==> config.mk <==
export PLATFORM = sky130hd
export DESIGN_NAME = vga_timing_pipe
export DESIGN_NICKNAME = d
export VERILOG_FILES = /design/src/rtl/vga_timing_pipe.sv
export SDC_FILE = /design/constraint.sdc
export NUM_CORES = 1
export LEC_CHECK = 0
export BUFFER_PORTS_ARGS = -buffer_cell sky130_fd_sc_hd__buf_4
export CAP_MARGIN = 30
export CELL_PAD_IN_SITES_DETAIL_PLACEMENT = 1
export CELL_PAD_IN_SITES_GLOBAL_PLACEMENT = 2
export CORE_UTILIZATION = 25
export CTS_BUF_LIST = sky130_fd_sc_hd__clkbuf_8 sky130_fd_sc_hd__clkbuf_16
export DETAILED_ROUTE_END_ITERATION = 10
export GPL_TIMING_DRIVEN = 0
export MAX_ROUTING_LAYER = met4
export PLACE_DENSITY = 0.66
export SLEW_MARGIN = 25
export SYNTH_ARGS = -nofsm -noshare
export SYNTH_HDL_FRONTEND = slang
export SYNTH_SLANG_ARGS = --single-unit
==> constraint.sdc <==
create_clock -name clk -period 2.7 [get_ports clk]
set_input_delay 0.27 -clock clk [delete_from_list [all_inputs] [get_ports clk]]
set_output_delay 0.27 -clock clk [all_outputs]
set_load 0.05 [all_outputs]
==> src/rtl/vga_timing_pipe.sv <==
// VGA raster generator with a request/return colour pipeline: pixel coordinates
// go out to the colour logic, and sync/de/RGB come back delayed to stay aligned.
module vga_timing_pipe #(
    parameter int H_ACTIVE  = 640,
    parameter int H_FP      = 16,
    parameter int H_SYNC    = 96,
    parameter int H_BP      = 48,
    parameter int V_ACTIVE  = 480,
    parameter int V_FP      = 10,
    parameter int V_SYNC    = 2,
    parameter int V_BP      = 33,
    parameter int HSYNC_POL = 0,
    parameter int VSYNC_POL = 0,
    parameter int CLK_DIV   = 4,
    parameter int PIPE      = 2,
    parameter int CNT_W     = 11
) (
    input  logic             clk,
    input  logic             rst,
    output logic [CNT_W-1:0] req_x,
    output logic [CNT_W-1:0] req_y,
    output logic             req_valid,
    output logic             pix_tick,
    output logic             frame_start,
    output logic             line_start,
    input  logic [11:0]      rgb_in,
    output logic             hsync,
    output logic             vsync,
    output logic             de,
    output logic [3:0]       red,
    output logic [3:0]       green,
    output logic [3:0]       blue
);

    localparam int H_TOTAL = H_ACTIVE + H_FP + H_SYNC + H_BP;
    localparam int V_TOTAL = V_ACTIVE + V_FP + V_SYNC + V_BP;
    localparam int H_SY_LO = H_ACTIVE + H_FP;
    localparam int H_SY_HI = H_SY_LO + H_SYNC;
    localparam int V_SY_LO = V_ACTIVE + V_FP;
    localparam int V_SY_HI = V_SY_LO + V_SYNC;
    localparam int DIV_W   = (CLK_DIV > 1) ? $clog2(CLK_DIV) : 1;
    localparam logic HS_ON = (HSYNC_POL != 0);
    localparam logic VS_ON = (VSYNC_POL != 0);

    logic [DIV_W-1:0] div_cnt_reg;
    logic [CNT_W-1:0] h_cnt_reg;
    logic [CNT_W-1:0] v_cnt_reg;
    logic             h_last;
    logic             v_last;
    logic             h_vis;
    logic             v_vis;
    logic             h_sy;
    logic             v_sy;
    logic [2:0]       stage_in [PIPE];
    logic [2:0]       dly_reg  [PIPE];
    logic             hsy_next;
    logic             vsy_next;
    logic             de_next;

    // With CLK_DIV=1 the counter is pinned at 0 and every clk is a pixel tick.
    assign pix_tick = (div_cnt_reg == DIV_W'(CLK_DIV - 1));

    always_ff @(posedge clk or posedge rst) begin
        if (rst) begin
            div_cnt_reg <= '0;
        end else if (pix_tick) begin
            div_cnt_reg <= '0;
        end else begin
            div_cnt_reg <= div_cnt_reg + 1'b1;
        end
    end

    assign h_last = (h_cnt_reg == CNT_W'(H_TOTAL - 1));
    assign v_last = (v_cnt_reg == CNT_W'(V_TOTAL - 1));

    always_ff @(posedge clk or posedge rst) begin
        if (rst) begin
            h_cnt_reg <= '0;
            v_cnt_reg <= '0;
        end else if (pix_tick) begin
            h_cnt_reg <= h_last ? '0 : h_cnt_reg + 1'b1;
            if (h_last) begin
                v_cnt_reg <= v_last ? '0 : v_cnt_reg + 1'b1;
            end
        end
    end

    always_comb begin
        h_vis = (h_cnt_reg < CNT_W'(H_ACTIVE));
        v_vis = (v_cnt_reg < CNT_W'(V_ACTIVE));
        h_sy  = (h_cnt_reg >= CNT_W'(H_SY_LO)) && (h_cnt_reg < CNT_W'(H_SY_HI));
        v_sy  = (v_cnt_reg >= CNT_W'(V_SY_LO)) && (v_cnt_reg < CNT_W'(V_SY_HI));
    end

    assign req_x       = h_cnt_reg;
    assign req_y       = v_cnt_reg;
    assign req_valid   = h_vis & v_vis;
    assign line_start  = pix_tick & (h_cnt_reg == '0);
    assign frame_start = line_start & (v_cnt_reg == '0);

    // Stage 0 takes the live decode; each later stage takes its predecessor.
    generate
        for (genvar gi = 0; gi < PIPE; gi++) begin : g_stage
            if (gi == 0) begin : g_head
                assign stage_in[gi] = {h_sy, v_sy, req_valid};
            end else begin : g_body
                assign stage_in[gi] = dly_reg[gi-1];
            end
        end
    endgenerate

    always_ff @(posedge clk or posedge rst) begin
        if (rst) begin
            for (int i = 0; i < PIPE; i++) begin
                dly_reg[i] <= '0;
            end
        end else if (pix_tick) begin
            for (int i = 0; i < PIPE; i++) begin
                dly_reg[i] <= stage_in[i];
            end
        end
    end

    assign {hsy_next, vsy_next, de_next} = dly_reg[PIPE-1];

    // Colour is gated by the delayed valid so blanking is black whatever rgb_in holds.
    always_ff @(posedge clk or posedge rst) begin
        if (rst) begin
            hsync <= ~HS_ON;
            vsync <= ~VS_ON;
            de    <= 1'b0;
            red   <= 4'h0;
            green <= 4'h0;
            blue  <= 4'h0;
        end else if (pix_tick) begin
            hsync <= hsy_next ? HS_ON : ~HS_ON;
            vsync <= vsy_next ? VS_ON : ~VS_ON;
            de    <= de_next;
            {red, green, blue} <= de_next ? rgb_in : 12'h000;
        end
    end

endmodule

==> key figures <==
Layout
  • Area growth, synth to finish: 30.9%
  • Diode count: 0
  • Ratio of cells with drive above 1 in the final layout: 29.2%
  • Nets: 285
  • Register area: 1130 um^2
  • Fillers: 934
  • Multi-input gate area: 848 um^2

Placement
  • Final Wtd Congestion: 0.739
  • Port bufs: 54
  • DP HPWL: 4000 um

Timing
  • Final hold violation count: 19
  • Max_slew headroom: 60.6%
  • Clk_skew: 8.47 ps
  • Final min period: 2240 ps
  • Final setup fails: 0
  • Tcrit/Tclk final: 83.1%
  • Slew at the pin closest to its max-slew limit: 591 ps
  • Peak Freq: 446 MHz
  • Final TNS setup: 0 ps
  • RSZ-0062 raised after global routing: false
  • Max Slew Vio Count: 0
  • Hold slack: -10.6 ps

Pwr
  • Clock Power Share: 35.8%
  • P_sw: 314 uW
  • Internal cell power: 891 uW
  • Switch share: 26.1%
  • Power per cell area: 440 nW/um^2
  • Gate power share: 7.2%
  • Maximum vdd drop: 0.000182 V
  • Leakage: 0.00131 uW
  • Seq pwr share: 57.0%

GRT
  • Largest net degree at the start of global routing: 26
  • Global route overflow: 0
  • GRT Util Overall: 14.3%
  • First-pass GRT wire length: 9280 um
  • Vias in the first global route: 1762
  • Initial antenna violation count: 0

Drt
  • Pre-antenna DRT Iters: 4
  • Post-Route WL: 5400 um
  • Antenna Nets Post-Route: 0
  • DRC Markers: 0
  • Via-per-instance ratio: 4.58
  • Routed wire length per instance: 14.6 um
  • Initial DRC Count: 94
  • DR vias: 1691

Critical path
  • Worst R2R Path Depth: 6
  • Worst r2r src: req_x[0]
  • Setup slack, reg-to-reg: 820 ps
  • Top cell by count, worst path: and4_1
  • Largest stage delay on the critical path: 460 ps
  • Worst EP arrival: 1970 ps
  • Slowest library cell on the worst path: dfrtp_1
  • Worst path required time: 2430 ps
  • CP Launch Type: register
  • Crit-path leading delay family: simple AND/OR/NAND/NOR gates
  • Kind of end point of the critical path: output pin
  • CP bufs+invs: 2
  • R2R Path End: req_y[8]
  • Crit Path Class: register to output pin
  • Worst Path Max Fanout: 5
  • Critical path cell sequence: inv_1 > ha_1 > nor4b_1 > and4_1 > and4_1 > buf_4

Die
  • Core area: 7930 um^2
  • Die H: 93.5 um
  • Io pins: 55
  • Die Area: 8740 um^2
  • Horiz. Die Dim: 93.5 um
  • Placement Rows: 32
  • Initial Utilization: 26.4%

Clock network
  • CTS root buf: clkbuf_8
  • Clock Pin Slew Worst Setup and Hold Paths: 100 ps
  • Total CTS buffers: 5
  • CTS tree: done
  • CTS max path bufs: 2
  • Post_cts resized: 0
  • Post-CTS Hold Buffers: 0
  • Clk sinks: 45
  • Post-CTS Setup Bufs: 0
  • H-tree depth: 2
  • Worst-Skew Late Latency: 300 ps

Outcome
  • Failing checks: hold timing
  • Outcome: finished, violations left

Synthesis
  • Distinct cells, synth: 37
  • Yosys warnings: 0
  • Biggest area consumer among synthesized cells: dfrtp_1
  • Post-Syn Area: 2090 um^2
  • Post-synth EDFFs: 0
  • Post-Syn Instances: 204
  • Sequential area share after synthesis: 53.9%
  • Ys flop type: dfrtp_1
  • Synthesized Nets: 223
  • Synthesized area per cell: 10.3 um^2
  • Synth top area cells: dfrtp_1, nand2_1, o21ai_0
  • FFs w/ async S/R, synth: 100%
  • Share of the synthesized area in the top cell type: 51.4%
  • #FFs+latches synth: 45

Run
  • MaxCap Viol Count: 0

Min path
  • Hold Path Class: input pin to async pin
## synth_stat cells, drive strengths merged (4+ instances only)
| cell | instances |
|---|---|
| mux2 | 6 |
| o21ai | 18 |
| nand4 | 5 |
| nor3 | 4 |
| nand3 | 11 |
| inv | 20 |
| xor2 | 6 |
| dfrtp | 43 |
| ha | 5 |
| and4 | 7 |
| xnor2 | 7 |
| nand2 | 25 |
| nor2 | 11 |
| clkbuf | 5 |
| buf | 4 |
## worst max-delay path by stage
stage,cells past startpoint,from,end,slack (ps)
6_report,6,req_x[0],frame_start,460
5_1_grt,6,req_x[0],frame_start,290
4_1_cts,6,req_x[0],frame_start,470
3_5_place_dp,4,div_cnt_reg[0],de_next,820
3_3_place_gp,2,rst,req_x[7],610
2_1_floorplan,4,req_x[3],frame_start,300
## metrics by stage
stage | instance area [um^2] | worst slack [ps] | utilization [%] | cells | power, uW
after detailed placement | 2650 | 822 | 33.4 | 361 | 791
final | 2740 | 457 | 34.5 | 369 | 1210
after CTS | 2740 | 472 | 34.5 | 369 | 1230
after global routing | 2740 | 292 | 34.5 | 369 | 1260
after global placement | 2630 | 614 | 33.2 | 360 | 786
after floorplan | 2100 | 301 | - | 204 | 749
## routing by layer
metal | wire, um | share of wire, % | vias up | GRT usage (%)
met5 | 0 | 0 | - | -
li1 | - | - | 819 | -
met3 | 162 | 3.0 | 4 | 3.50
met4 | 31 | 0.57 | 0 | 3.46
met2 | 2660 | 49 | 29 | 21.9
met1 | 2550 | 47 | 839 | 19.0
## layout by cell type (no fill, tap or decap), drive strengths merged, types with 4 or more instances in the layout
cell / count
dfrtp: 43
xor2: 6
buf: 59
nand4: 5
xnor2: 7
inv: 21
ha: 5
nor3: 4
nand2: 25
nor2: 11
clkbuf: 10
o21ai: 18
nand3: 11
mux2: 6
and4: 7
## cell families after synthesis
| kind of cell | synth area share [%] |
|---|---|
| flip-flops | 53.9 |
| buffers and inverters | 5.80 |
| adder cells (fa/ha/maj) | 2.99 |
| XOR/XNOR | 5.44 |
| AND/OR/NAND/NOR | 20.6 |
| AO/OA/AOI/OAI | 6.58 |
| multiplexers | 4.66 |
## worst register-to-register path: cells and delay by family (launching register included)
family        cells  cell delay (ps)
xor+xnor          1              200
fa+ha+maj         1              230
buf+inv           1              190
flops             1              460
simple gates      3              740
## power groups by stage
stage	clock network [uW]	logic, uW	registers, uW
3_5_place_dp	0	89.7	701
4_1_cts	449	89.9	688
2_1_floorplan	0	15.8	733
6_report	431	86.9	687
5_1_grt	474	94.5	689
3_3_place_gp	0	84.9	701
## layout make-up
cell class | count | share of cell area (%)
flip-flops and latches | 45 | 41.2
multi-input cells | 130 | 31.0
repair buffers | 55 | 15.5
well taps | 102 | 4.66
inverters | 20 | 2.74
clock buffers | 5 | 2.51
plain buffers | 9 | 1.69
clock inverters | 3 | 0.685
Note: power is estimated with default switching activity, not from simulation.
